===== src/rtl/regex_cmd_frontend_pkg.sv =====
// Shared widths, host command codes and status codes for the regex frontend.
// Imported by the interface, the counter and the frontend top.
package regex_cmd_frontend_pkg;

    localparam int REG_WIDTH      = 32;
    localparam int MEM_ADDR_WIDTH = 12;
    localparam int CC_WIDTH       = 32;

    localparam logic [REG_WIDTH-1:0] CMD_NOP                = 'd0;
    localparam logic [REG_WIDTH-1:0] CMD_WRITE              = 'd1;
    localparam logic [REG_WIDTH-1:0] CMD_READ               = 'd2;
    localparam logic [REG_WIDTH-1:0] CMD_START              = 'd3;
    localparam logic [REG_WIDTH-1:0] CMD_RESET              = 'd4;
    localparam logic [REG_WIDTH-1:0] CMD_READ_ELAPSED_CLOCK = 'd5;

    typedef enum logic [1:0] {
        STATUS_IDLE     = 2'd0,
        STATUS_RUNNING  = 2'd1,
        STATUS_ACCEPTED = 2'd2,
        STATUS_REJECTED = 2'd3
    } status_t;

endpackage


===== src/rtl/regex_cmd_frontend_if.sv =====
// Host register / BRAM / core bundle around the regex command frontend.
// slave: the frontend (responder). master: host, memory and core side.
interface regex_cmd_frontend_if;
    import regex_cmd_frontend_pkg::*;

    logic [REG_WIDTH-1:0]      data_in_register;
    logic [REG_WIDTH-1:0]      address_register;
    logic [REG_WIDTH-1:0]      start_cc_pointer_register;
    logic [REG_WIDTH-1:0]      cmd_register;
    logic [REG_WIDTH-1:0]      status_register;
    logic [REG_WIDTH-1:0]      data_o_register;
    logic                      mem_we;
    logic [MEM_ADDR_WIDTH-2:0] mem_waddr;
    logic [31:0]               mem_wdata;
    logic                      mem_re;
    logic [MEM_ADDR_WIDTH-1:0] mem_raddr;
    logic [15:0]               mem_rdata;
    logic                      core_start;
    logic [REG_WIDTH-1:0]      core_cc_pointer;
    logic                      core_abort;
    logic                      core_done;
    logic                      core_accept;

    modport slave (
        input  data_in_register, address_register,
        input  start_cc_pointer_register, cmd_register,
        input  mem_rdata, core_done, core_accept,
        output status_register, data_o_register,
        output mem_we, mem_waddr, mem_wdata,
        output mem_re, mem_raddr,
        output core_start, core_cc_pointer, core_abort
    );

    modport master (
        output data_in_register, address_register,
        output start_cc_pointer_register, cmd_register,
        output mem_rdata, core_done, core_accept,
        input  status_register, data_o_register,
        input  mem_we, mem_waddr, mem_wdata,
        input  mem_re, mem_raddr,
        input  core_start, core_cc_pointer, core_abort
    );

endinterface


===== src/rtl/regex_cmd_frontend_counter.sv =====
// Saturating elapsed-clock counter with synchronous clear and enable.
// Ports: clk, reset, i_clr, i_en in; o_count out (CC_WIDTH).
module cmd_elapsed_counter
    import regex_cmd_frontend_pkg::*;
(
    input  logic                clk,
    input  logic                reset,
    input  logic                i_clr,
    input  logic                i_en,
    output logic [CC_WIDTH-1:0] o_count
);

    logic [CC_WIDTH-1:0] r_count;

    always_ff @(posedge clk) begin
        if (reset || i_clr) begin
            r_count <= '0;
        end else if (i_en && (r_count != '1)) begin
            r_count <= r_count + 1'b1;
        end
    end

    assign o_count = r_count;

endmodule


===== src/rtl/regex_cmd_frontend.sv =====
// Host command decoder for the regex coprocessor: BRAM writes/reads,
// core start/abort, status and elapsed clocks. Ports: clk, reset, bus.
module regex_cmd_frontend
    import regex_cmd_frontend_pkg::*;
(
    input  logic                 clk,
    input  logic                 reset,
    regex_cmd_frontend_if.slave  bus
);

    status_t r_status;
    status_t w_status_next;

    logic w_cmd_write;
    logic w_cmd_read;
    logic w_cmd_start;
    logic w_cmd_reset;
    logic w_cmd_elapsed;
    logic w_running;
    logic w_start;
    logic w_abort;
    logic w_clr;
    logic w_en;
    logic w_wr_ok;
    logic w_rd_ok;

    logic [CC_WIDTH-1:0]       w_count;
    logic [REG_WIDTH-1:0]      r_data_o;
    logic                      r_rd_pend;
    logic                      r_mem_we;
    logic [MEM_ADDR_WIDTH-2:0] r_mem_waddr;
    logic [31:0]               r_mem_wdata;
    logic                      r_mem_re;
    logic [MEM_ADDR_WIDTH-1:0] r_mem_raddr;
    logic                      r_core_start;
    logic                      r_core_abort;
    logic [REG_WIDTH-1:0]      r_cc_ptr;

    // Upper address bits have no meaning for the BRAM.
    logic w_unused_addr;
    assign w_unused_addr =
        ^bus.address_register[REG_WIDTH-1:MEM_ADDR_WIDTH];

    always_comb begin
        w_cmd_write   = 1'b0;
        w_cmd_read    = 1'b0;
        w_cmd_start   = 1'b0;
        w_cmd_reset   = 1'b0;
        w_cmd_elapsed = 1'b0;
        case (bus.cmd_register)
            CMD_WRITE:              w_cmd_write   = 1'b1;
            CMD_READ:               w_cmd_read    = 1'b1;
            CMD_START:              w_cmd_start   = 1'b1;
            CMD_RESET:              w_cmd_reset   = 1'b1;
            CMD_READ_ELAPSED_CLOCK: w_cmd_elapsed = 1'b1;
            default: ;
        endcase
    end

    assign w_running = (r_status == STATUS_RUNNING);
    assign w_wr_ok   = w_cmd_write && !w_running;
    assign w_rd_ok   = w_cmd_read && !w_running;

    always_ff @(posedge clk) begin
        if (reset) begin
            r_status <= STATUS_IDLE;
        end else begin
            r_status <= w_status_next;
        end
    end

    // CMD_RESET takes priority over a coincident core_done.
    always_comb begin
        w_status_next = r_status;
        w_start       = 1'b0;
        w_abort       = 1'b0;
        w_clr         = 1'b0;
        w_en          = 1'b0;
        if (w_cmd_reset) begin
            w_status_next = STATUS_IDLE;
            w_clr         = 1'b1;
            w_abort       = w_running;
        end else begin
            case (r_status)
                STATUS_RUNNING: begin
                    if (bus.core_done) begin
                        w_status_next = bus.core_accept ?
                            STATUS_ACCEPTED : STATUS_REJECTED;
                    end else begin
                        w_en = 1'b1;
                    end
                end
                default: begin
                    if (w_cmd_start) begin
                        w_status_next = STATUS_RUNNING;
                        w_start       = 1'b1;
                        w_clr         = 1'b1;
                    end
                end
            endcase
        end
    end

    cmd_elapsed_counter u_counter (
        .clk     (clk),
        .reset   (reset),
        .i_clr   (w_clr),
        .i_en    (w_en),
        .o_count (w_count)
    );

    always_ff @(posedge clk) begin
        if (reset) begin
            r_data_o     <= '0;
            r_rd_pend    <= 1'b0;
            r_mem_we     <= 1'b0;
            r_mem_waddr  <= '0;
            r_mem_wdata  <= '0;
            r_mem_re     <= 1'b0;
            r_mem_raddr  <= '0;
            r_core_start <= 1'b0;
            r_core_abort <= 1'b0;
            r_cc_ptr     <= '0;
        end else begin
            r_mem_we <= w_wr_ok;
            if (w_wr_ok) begin
                r_mem_waddr <=
                    bus.address_register[MEM_ADDR_WIDTH-1:1];
                r_mem_wdata <= bus.data_in_register[31:0];
            end
            r_mem_re <= w_rd_ok;
            if (w_rd_ok) begin
                r_mem_raddr <=
                    bus.address_register[MEM_ADDR_WIDTH-1:0];
            end
            r_rd_pend <= r_mem_re;
            if (r_rd_pend) begin
                r_data_o <= REG_WIDTH'(bus.mem_rdata);
            end
            if (w_cmd_elapsed) begin
                r_data_o <= REG_WIDTH'(w_count);
            end
            r_core_start <= w_start;
            r_core_abort <= w_abort;
            if (w_start) begin
                r_cc_ptr <= bus.start_cc_pointer_register;
            end
        end
    end

    // BRAM data is forwarded in the cycle it arrives, then held.
    assign bus.data_o_register = r_rd_pend ?
        REG_WIDTH'(bus.mem_rdata) : r_data_o;
    assign bus.status_register = REG_WIDTH'(r_status);
    assign bus.mem_we          = r_mem_we;
    assign bus.mem_waddr       = r_mem_waddr;
    assign bus.mem_wdata       = r_mem_wdata;
    assign bus.mem_re          = r_mem_re;
    assign bus.mem_raddr       = r_mem_raddr;
    assign bus.core_start      = r_core_start;
    assign bus.core_abort      = r_core_abort;
    assign bus.core_cc_pointer = r_cc_ptr;

endmodule


===== src/flat_wrapper.sv =====
// flat-port wrapper written by rule: the top's interface ports become plain ports
module regex_cmd_frontend_flat import regex_cmd_frontend_pkg::*;
  (clk, reset, bus_data_in_register, bus_address_register, bus_start_cc_pointer_register, bus_cmd_register, bus_mem_rdata, bus_core_done, bus_core_accept, bus_status_register, bus_data_o_register, bus_mem_we, bus_mem_waddr, bus_mem_wdata, bus_mem_re, bus_mem_raddr, bus_core_start, bus_core_cc_pointer, bus_core_abort);
  regex_cmd_frontend_if bus_i ();
  input  logic clk;
  input  logic reset;
  input wire logic [$bits(bus_i.data_in_register)-1:0] bus_data_in_register;
  input wire logic [$bits(bus_i.address_register)-1:0] bus_address_register;
  input wire logic [$bits(bus_i.start_cc_pointer_register)-1:0] bus_start_cc_pointer_register;
  input wire logic [$bits(bus_i.cmd_register)-1:0] bus_cmd_register;
  input wire logic [$bits(bus_i.mem_rdata)-1:0] bus_mem_rdata;
  input wire logic [$bits(bus_i.core_done)-1:0] bus_core_done;
  input wire logic [$bits(bus_i.core_accept)-1:0] bus_core_accept;
  output wire logic [$bits(bus_i.status_register)-1:0] bus_status_register;
  output wire logic [$bits(bus_i.data_o_register)-1:0] bus_data_o_register;
  output wire logic [$bits(bus_i.mem_we)-1:0] bus_mem_we;
  output wire logic [$bits(bus_i.mem_waddr)-1:0] bus_mem_waddr;
  output wire logic [$bits(bus_i.mem_wdata)-1:0] bus_mem_wdata;
  output wire logic [$bits(bus_i.mem_re)-1:0] bus_mem_re;
  output wire logic [$bits(bus_i.mem_raddr)-1:0] bus_mem_raddr;
  output wire logic [$bits(bus_i.core_start)-1:0] bus_core_start;
  output wire logic [$bits(bus_i.core_cc_pointer)-1:0] bus_core_cc_pointer;
  output wire logic [$bits(bus_i.core_abort)-1:0] bus_core_abort;
  assign bus_i.data_in_register = bus_data_in_register;
  assign bus_i.address_register = bus_address_register;
  assign bus_i.start_cc_pointer_register = bus_start_cc_pointer_register;
  assign bus_i.cmd_register = bus_cmd_register;
  assign bus_i.mem_rdata = bus_mem_rdata;
  assign bus_i.core_done = bus_core_done;
  assign bus_i.core_accept = bus_core_accept;
  assign bus_status_register = bus_i.status_register;
  assign bus_data_o_register = bus_i.data_o_register;
  assign bus_mem_we = bus_i.mem_we;
  assign bus_mem_waddr = bus_i.mem_waddr;
  assign bus_mem_wdata = bus_i.mem_wdata;
  assign bus_mem_re = bus_i.mem_re;
  assign bus_mem_raddr = bus_i.mem_raddr;
  assign bus_core_start = bus_i.core_start;
  assign bus_core_cc_pointer = bus_i.core_cc_pointer;
  assign bus_core_abort = bus_i.core_abort;
  regex_cmd_frontend u_core (.clk(clk), .reset(reset), .bus(bus_i));
endmodule

===== config.mk =====
export PLATFORM = sky130hd
export DESIGN_NAME = regex_cmd_frontend_flat
export DESIGN_NICKNAME = d
export VERILOG_FILES = /design/src/rtl/regex_cmd_frontend_pkg.sv /design/src/rtl/regex_cmd_frontend_if.sv /design/src/rtl/regex_cmd_frontend_counter.sv /design/src/rtl/regex_cmd_frontend.sv /design/src/flat_wrapper.sv
export SDC_FILE = /design/constraint.sdc
export NUM_CORES = 1
export LEC_CHECK = 0
export CAP_MARGIN = 15
export CORE_ASPECT_RATIO = 0.6
export CORE_MARGIN = 4
export CORE_UTILIZATION = 45
export CTS_CLUSTER_DIAMETER = 120
export CTS_CLUSTER_SIZE = 30
export DETAILED_ROUTE_END_ITERATION = 10
export PLACE_DENSITY_LB_ADDON = 0.25
export SLEW_MARGIN = 20
export SYNTH_ARGS = -nofsm -noshare
export SYNTH_HDL_FRONTEND = slang
export SYNTH_SLANG_ARGS = --single-unit

===== constraint.sdc =====
create_clock -name clk -period 3.6 [get_ports clk]
set_input_delay 0.72 -clock clk [delete_from_list [all_inputs] [get_ports clk]]
set_output_delay 0.72 -clock clk [all_outputs]
set_load 0.1 [all_outputs]

# [After elaboration in Yosys (flattened, before gate mapping)]
# Cells that the tools add are included.
[totals] register_bits=158 n_memories=0 ramBits=0 output_inout_bits=155 latchBits=0 mem_bits_ro=0 input_bits=148 elab_cells=49
[op_classes] shifts=0 n_bitwise=1 n_lt_le_gt_ge=0 n_eq_ne=8 addsub=1 div=0 n_reduce_logical=9 n_mux=18 n_mul=0
[op_table] operator="$eq A32 B2 Y1 const B" count=2
[op_table] operator="$eq A32 B3 Y1 const B" count=2
[op_table] operator="$mux W32" count=2
[op_table] operator="$add A32 B1 Y32 const B" count=1
[op_table] operator="$eq A32 B1 Y1 const B" count=1
[op_table] operator="$ne A32 B32 Y1 const B" count=1
[op_table] operator="$mux W1" count=13
[op_table] operator="$mux W2" count=3
[op_table] operator="$reduce_or A2 Y1" count=2
[op_table] operator="$logic_and A1 B1 Y1" count=3
[op_table] operator="$eq A2 B1 Y1 const B" count=1
[op_table] operator="$ne A2 B2 Y1 const B" count=1
[op_table] operator="$reduce_and A2 Y1" count=1
[op_table] operator="$reduce_bool A2 Y1" count=1
[op_table] operator="$logic_not A1 Y1" count=1
[op_table] operator="$logic_or A1 B1 Y1" count=1
[op_table] operator="$not A1 Y1" count=1

# [Longest topological paths before layout]
# Gate-level depths: netlist (run 1).
[logic_depth] ltp_word=6 ltp_mapped=9 depth_no_buf=6

# [By module]
# A second synthesis (run 1) with hierarchy kept.
[hier_totals] cells_unflattened=857 area_unflattened_um2=7739.9
[modules_own_cells] module="regex_cmd_frontend" instances=1 seq_area_each_um2=2522.4 cells_each=668 area_each_um2=6058.3
[modules_own_cells] module="cmd_elapsed_counter" instances=1 seq_area_each_um2=640.6 cells_each=189 area_each_um2=1681.6

# [Worst setup path after synthesis (run 1)]
# Ideal clock, no wire load.
[synth_timing] kind="flip-flop to output port" from="reg u_core.r_rd_pend" to="out bus_data_o_register[16]" path_stages_with_launch=3 arrival_ns=1.923 slack_ns=0.957 t_required_ns=2.880 n_path_buf=1 cell_sequence="dfxtp_1 > clkbuf_1 > nor2b_1"
[synth_between] elab_chain_len=1
[synth_lines] item="from (decl)" line="regex_cmd_frontend.sv:29" rtl="logic r_rd_pend;"
[synth_lines] item="from (signal assigned)" line="regex_cmd_frontend.sv:136" rtl="r_rd_pend <= r_mem_re;"
[synth_lines] item="$mux W32" line="regex_cmd_frontend.sv:152" rtl="assign bus.data_o_register = r_rd_pend ?"
[synth_lines] item="to (decl)" line="flat_wrapper.sv:15" rtl="output wire logic [$bits(bus_i.data_o_register)-1:0] bus_data_o_register;"
# Every way passes these cells.

# [Worst setup path after layout (run 1)]
[layout_timing] from="reg u_core.r_rd_pend" to="out bus_data_o_register[11]"
# The elaborated chain is that of the path after synthesis.

==> flow_summary_export.csv, run 1 <==
group,metric,value,unit
sta,finalSetupViolations,0,
synthesis,synth-seq-cells,158,
floorplan,core_area,14600,um^2
power,p_leak,3.83,nW
sta,tightest_slew,1030,ps
sta,slew_headroom,0.312,
placed_design,port_buffers,252,
floorplan,initial_core_util,0.464,
placed_design,place.detailed.hpwl,14300,um
clocking,cts_hold_buf,0,
final_layout,seq_area,3160,um^2
clocking,clock_latency,420,ps
routing,postRouteAntennaNets,0,
setup_path,r2r_start,"u_core.u_counter.o_count[18]",
synthesis,ys_seq_area_frac,0.466,
floorplan,fp.dieW,167,um
placed_design,gp_congestion,0.823,
final_layout,area_delta_synth_final,46.1,%
setup_path,cp-start-kind,"flip-flop",
synthesis,synth_edf_count,0,
floorplan,die_h,103,um
synthesis,synth_compound_area_frac,0.0815,
final_layout,multi_input_comb_area,3280,um^2
power,seq_power_share,0.444,
routing,post_drt_wl_per_cell,16.2,um
sta,timing.fmax,364,MHz
synthesis,synth_xor_area_frac,0,
clocking,cts_setup_buffers,0,
setup_path,end_kind,"output port",
sta,clock_skew,9.76,ps
hold_path,hold_end,"u_core.r_rd_pend",
synthesis,synth_cells,743,
synthesis,synth_flop_cell,"dfxtp_1",
sta,layout_setup_ws,855,ps
sta,fin_tns_setup,0,ps
synthesis,yosys_warnings,0,
final_layout,layout-drive-gt1-share,0.112,
setup_path,rrSetupSlack,1190,ps
final_layout,antenna_cells,0,
power,p_switching,0.000954,W
run_status,status,"complete, no violations",
clocking,post_cts_resized,0,
synthesis,syn-cell-area,6790,um^2
clocking,numCtsBuffers,17,
synthesis,synth_top_family_by_area,"simple AND/OR/NAND/NOR gates",
sta,holdWs,474,ps
setup_path,criticalPathCategory,"reg2out",
routing,vias,6081,
synthesis,syn_area_per_cell,9.14,um^2
routing,drtIter0Drc,398,
synthesis,yosysMostFrequentCell,"dfxtp_1",
setup_path,worst_r2r_endpoint,"u_core.u_counter.o_count[28]",
power,power_density,397,nW/um^2
sta,period_share,0.762,
power,p_clk_frac,0.473,
routing,firstDrtPassIters,5,
synthesis,synth_simple_gate_area_frac,0.215,
routing,via_per_inst,5.11,
power,switching_share,0.243,
flow_run,max_cap_viol_count,0,
synthesis,yosys.area.top_type,"dfxtp_1",
global_routing,grt_pass1_wl,28900,um
hold_path,hold_depth,1,
routing,drt_wl_total,19300,um
placed_design,dp_cells,1159,
synthesis,yosysUniqueCellTypes,46,
synthesis,synthMuxAreaShare,0.164,
sta,hold_viol,0,
final_layout,fill_cells,1204,
global_routing,track_usage,0.209,
global_routing,grt_pass1_vias,5534,
setup_path,required,2880,ps
power,peakVddDrop,0.251,mV
floorplan,ios,303,
synthesis,synth_common_cells,"dfxtp_1 (158), nor2_1 (99), mux2i_1 (93), nand2_1 (77), a21oi_1 (56)",
hold_path,min_from,"u_core.bus.mem_re",
sta,rsz0062_at_grt,"no",
power,intPower,0.00298,W
placed_design,place_ws,447,ps
clocking,htreeDepth,4,
synthesis,synth_top_area_share,0.466,
sta,period_minus_slack,2740,ps
sta,drv_slew,0,
setup_path,arrival,2020,ps
clocking,cts_buffer_depth,2,
routing,route.detailed.drc,0,
synthesis,ys_top_cells_by_area,"dfxtp_1 (47%), mux2i_1 (14%), nor2_1 (5.5%), nand2_1 (4.3%), a21oi_1 (4.1%)",
power,power_frac_comb,0.082,
final_layout,fin_cells,1190,
clocking,numClockSinks,158,
global_routing,grt-ovfl-total,0,
setup_path,critPathMaxFanout,19,
synthesis,synth_async_sr_flop_share,0,
clocking,clkSlewWorstSetupHoldPaths,60,ps
hold_path,hold_class,"reg2reg",
final_layout,utilization,0.678,
synthesis,synthAdderAreaFrac,0.00184,
final_layout,final_nets,1129,
clocking,cts_tree,"built",
floorplan,row_count,34,
floorplan,dieArea,17200,um^2
clocking,root_buffer,"clkbuf_16",
global_routing,grt_max_degree,70,
setup_path,r2r_cells,6,
global_routing,antenna_found_initial,0,
-- power by group through the flow --
stage	clock [W]	combinational (W)	sequential, W
after floorplan	0	0.000195	0.00179
after global placement	0	0.000320	0.00179
after detailed placement	0	0.000323	0.00179
after CTS	0.00190	0.000324	0.00175
after global routing	0.00197	0.000337	0.00175
final	0.00186	0.000324	0.00175
-- placed cells by master (no fill, tap or decap), types with 6 or more instances in the layout --
| cell | n |
|---|---|
| clkdlybuf4s50_1 | 217 |
| dfxtp_1 | 158 |
| nor2_1 | 99 |
| mux2i_1 | 93 |
| nand2_1 | 77 |
| a21oi_1 | 56 |
| buf_4 | 50 |
| conb_1 | 30 |
| nand3_1 | 21 |
| o31ai_1 | 21 |
| or4_1 | 20 |
| nor2b_1 | 18 |
| clkbuf_16 | 17 |
| mux2_2 | 16 |
| nand4_1 | 14 |
| nor4_1 | 11 |
| inv_1 | 7 |
| nand3b_1 | 6 |
-- final cells by class --
type | count | share of cell area
clock buffers | 17 | 0.0429
clock inverters | 14 | 0.0180
inverters | 8 | 0.00303
multi-input cells | 526 | 0.331
flip-flops and latches | 158 | 0.319
well taps | 198 | 0.0250
repair buffers | 269 | 0.261
-- layer usage --
| metal | GRT usage | part of all wire | vias up |
|---|---|---|---|
| met2 | 0.331 | 0.47 | 204 |
| met4 | 0.0509 | 0.0098 | 0 |
| met5 | 0 | 0 | - |
| met1 | 0.278 | 0.44 | 2825 |
| li1 | - | - | 3037 |
| met3 | 0.0751 | 0.080 | 15 |
-- state kept, by name, summed over array words and instances (netlist names), 2 cells and up --
name and cells:
u_core.r_data_o 32, u_core.bus.core_cc_pointer 32, u_core.bus.mem_waddr 11, u_core.u_counter.o_count 32, u_core.bus.mem_wdata 32, u_core.r_status 2, u_core.bus.mem_raddr 12
-- how the worst max path moves through the flow --
stage | depth (start not counted) | startpoint | to | slack (ps)
floorplan | 2 | u_core.r_rd_pend | bus_data_o_register[16] | 960
global placement | 7 | bus_cmd_register[13] | u_core.bus.core_cc_pointer[7] | 490
detailed placement | 7 | bus_cmd_register[13] | u_core.bus.core_cc_pointer[22] | 450
CTS | 2 | u_core.r_rd_pend | bus_data_o_register[0] | 790
global route | 7 | bus_cmd_register[13] | u_core.bus.core_cc_pointer[2] | 690
finish | 2 | u_core.r_rd_pend | bus_data_o_register[11] | 860
-- per-stage QoR --
step	instance area (um^2)	power, W
global route	9920	0.00405
floorplan	6900	0.00198
CTS	9920	0.00397
finish	9920	0.00393
global placement	9310	0.00211
detailed placement	9310	0.00211
-- logic make-up after synthesis --
| group | after synthesis |
|---|---|
| other | 1 |
| and+or+nand+nor | 295 |
| DFF | 158 |
| muxes | 109 |
| adders and majority gates | 1 |
| AOI/OAI and AO/OA | 91 |
| buffers and inverters | 88 |
-- worst max-delay path: stages (launching register included) --
cell     delay, ps
dfxtp_1        920
mux2_2         430
buf_4          240
Power figures use the tool's default switching activity.
==> inputs of run 2 (changes only) <==
--- a/config.mk
+++ b/config.mk
@@ -8,7 +8,7 @@
 export CAP_MARGIN = 15
 export CORE_ASPECT_RATIO = 0.6
 export CORE_MARGIN = 4
-export CORE_UTILIZATION = 45
+export CORE_UTILIZATION = 38
 export CTS_CLUSTER_DIAMETER = 120
 export CTS_CLUSTER_SIZE = 30
 export DETAILED_ROUTE_END_ITERATION = 10
==> constraint.sdc (replaced) <==
create_clock -name clk -period 2.42 [get_ports clk]
set_input_delay 0.484 -clock clk [delete_from_list [all_inputs] [get_ports clk]]
set_output_delay 0.484 -clock clk [all_outputs]
set_load 0.1 [all_outputs]
==> run 2 against run 1 <==
Cell area up 4.8%. Global-route usage down 1.8 points. Die area up 17%. Worst hold slack worse by 52 ps. Total power up 48%. Setup slack worse by 700 ps. Combinational power up 53%. Clock skew up 5.5 ps. Sequential cell count unchanged. Count of clock-buffer cells in the layout up 1. Sequential share of layout area down 1.5 points. First-iteration DRC count down 31%. Largest cell class unchanged.
==> flow_summary_export.csv, run 2 (synthesized netlist as in run 1, its figures left out) <==
group,metric,value,unit
routing,wl_met2,8610,um
sta,period_share,0.937,
power,p_leak,4.23,nW
global_routing,grt-ovfl-total,0,
run_status,status,"complete, no violations",
power,p_clk_frac,0.468,
global_routing,grt_max_degree,91,
floorplan,die_h,112,um
sta,timing.fmax,441,MHz
routing,drt-met1-wl,9110,um
routing,postRouteAntennaNets,0,
routing,top_layer,"met5",
clocking,clock_latency,410,ps
placed_design,port_buffers,252,
floorplan,initial_core_util,0.392,
sta,rsz0062_at_grt,"no",
setup_path,critPathMaxFanout,13,
sta,finalSetupViolations,0,
routing,drtIter0Drc,276,
global_routing,grt_pass1_wl,31600,um
power,power_frac_comb,0.085,
sta,drv_slew,0,
clocking,numCtsBuffers,17,
global_routing,grt_pass1_vias,5893,
final_layout,final_nets,1148,
placed_design,place.detailed.hpwl,14400,um
power,peakVddDrop,0.398,mV
routing,route.detailed.drc,0,
final_layout,layout_common_cells,"dfxtp_1 (157), clkdlybuf4s50_1 (126), buf_4 (120), nor2_1 (99), mux2i_1 (93)",
setup_path,cp-start-kind,"input port",
routing,vias,6100,
power,power_density,560,nW/um^2
setup_path,arrival,2550,ps
placed_design,dpl_cell_area,9770,um^2
floorplan,core_area,17300,um^2
sta,period_minus_slack,2270,ps
clocking,numClockSinks,158,
hold_path,hold_class,"in2reg",
sta,clock_skew,15.3,ps
clocking,clkSlewWorstSetupHoldPaths,70,ps
routing,via_per_inst,4.90,
routing,post_drt_wl_per_cell,15.8,um
global_routing,antenna_found_initial,1,
sta,hold_viol,0,
floorplan,ios,303,
floorplan,dieArea,20100,um^2
power,intPower,0.00430,W
floorplan,row_count,37,
power,switching_share,0.261,
flow_run,max_cap_viol_count,0,
global_routing,track_usage,0.191,
final_layout,antenna_cells,0,
sta,holdWs,422,ps
routing,drt_wl_total,19700,um
clocking,root_buffer,"clkbuf_16",
final_layout,area_delta_synth_final,53.1,%
clocking,htreeDepth,4,
floorplan,fp.dieW,181,um
final_layout,layout-drive-gt1-share,0.222,
setup_path,required,2700,ps
setup_path,end_kind,"flip-flop",
final_layout,final_area,10400,um^2
clocking,cts_hold_buf,0,
final_layout,layout_commonest_cell,"dfxtp_1",
setup_path,criticalPathCategory,"in2reg",
clocking,cts_buffer_depth,2,
placed_design,gp_congestion,0.791,
clocking,cts_tree,"built",
routing,firstDrtPassIters,4,
power,p_switching,0.00152,W
routing,met3_length,1730,um
power,seq_power_share,0.446,
final_layout,utilization,0.600,
==> run 2: worst max-delay path, cell delays in order <==
cell	delay, ps
clkdlybuf4s50_1	410
nor4_2	350
nand4_1	200
buf_4	210
buf_4	140
nor4_4	300
buf_12	200
mux2i_1	200
nor2_1	50
==> run 2: what timing repair did <==
item | in CTS | in global routing
gates resized for setup | 0 | 3
setup endpoints to repair | 0 | 108
setup buffers | 0 | 0
==> run 2: cell type report <==
class	count	area [um^2]
Fill cell	1552	6920
Tap cell	234	293
Inverter	8	30.0
Clock inverter	14	161
Multi-Input combinational cell	526	3300
Clock buffer	18	439
Sequential cell	158	3160
Timing Repair Buffer	288	3000
==> run 2: path summary, 6_finish.rpt <==
check	startpoint	end	slack [ps]	cells after the start
min reg2reg	u_core.bus.mem_re	u_core.r_rd_pend	470	1
min	reset	u_core.bus.mem_re	420	3
max	bus_cmd_register[9]	u_core.bus.mem_raddr[0]	150	9
max reg2reg	u_core.u_counter.o_count[18]	u_core.u_counter.o_count[28]	290	6
==> run 2: metal layers <==
metal / up-vias / track usage
met5: - / 0
met4: 2 / 0.0373
met3: 14 / 0.0741
met2: 222 / 0.287
met1: 2799 / 0.263
li1: 3063 / -
==> run 2: per-stage QoR <==
step	total power, W	TNS (ps)	cells	worst slack (ps)
finish	0.00582	0	1246	154
global route	0.00606	0	1246	10.6
CTS	0.00590	0	1246	87.1
detailed placement	0.00315	-38330	1214	-337
global placement	0.00315	-40020	1214	-330
floorplan	0.00295	0	772	12.8
==> run 2: power groups by stage <==
stage / combinational, W / clock (W) / sequential, W
floorplan: 0.000290 / 0 / 0.00266
global placement: 0.000490 / 0 / 0.00266
detailed placement: 0.000493 / 0 / 0.00266
CTS: 0.000494 / 0.00281 / 0.00260
global route: 0.000520 / 0.00294 / 0.00260
finish: 0.000497 / 0.00273 / 0.00260
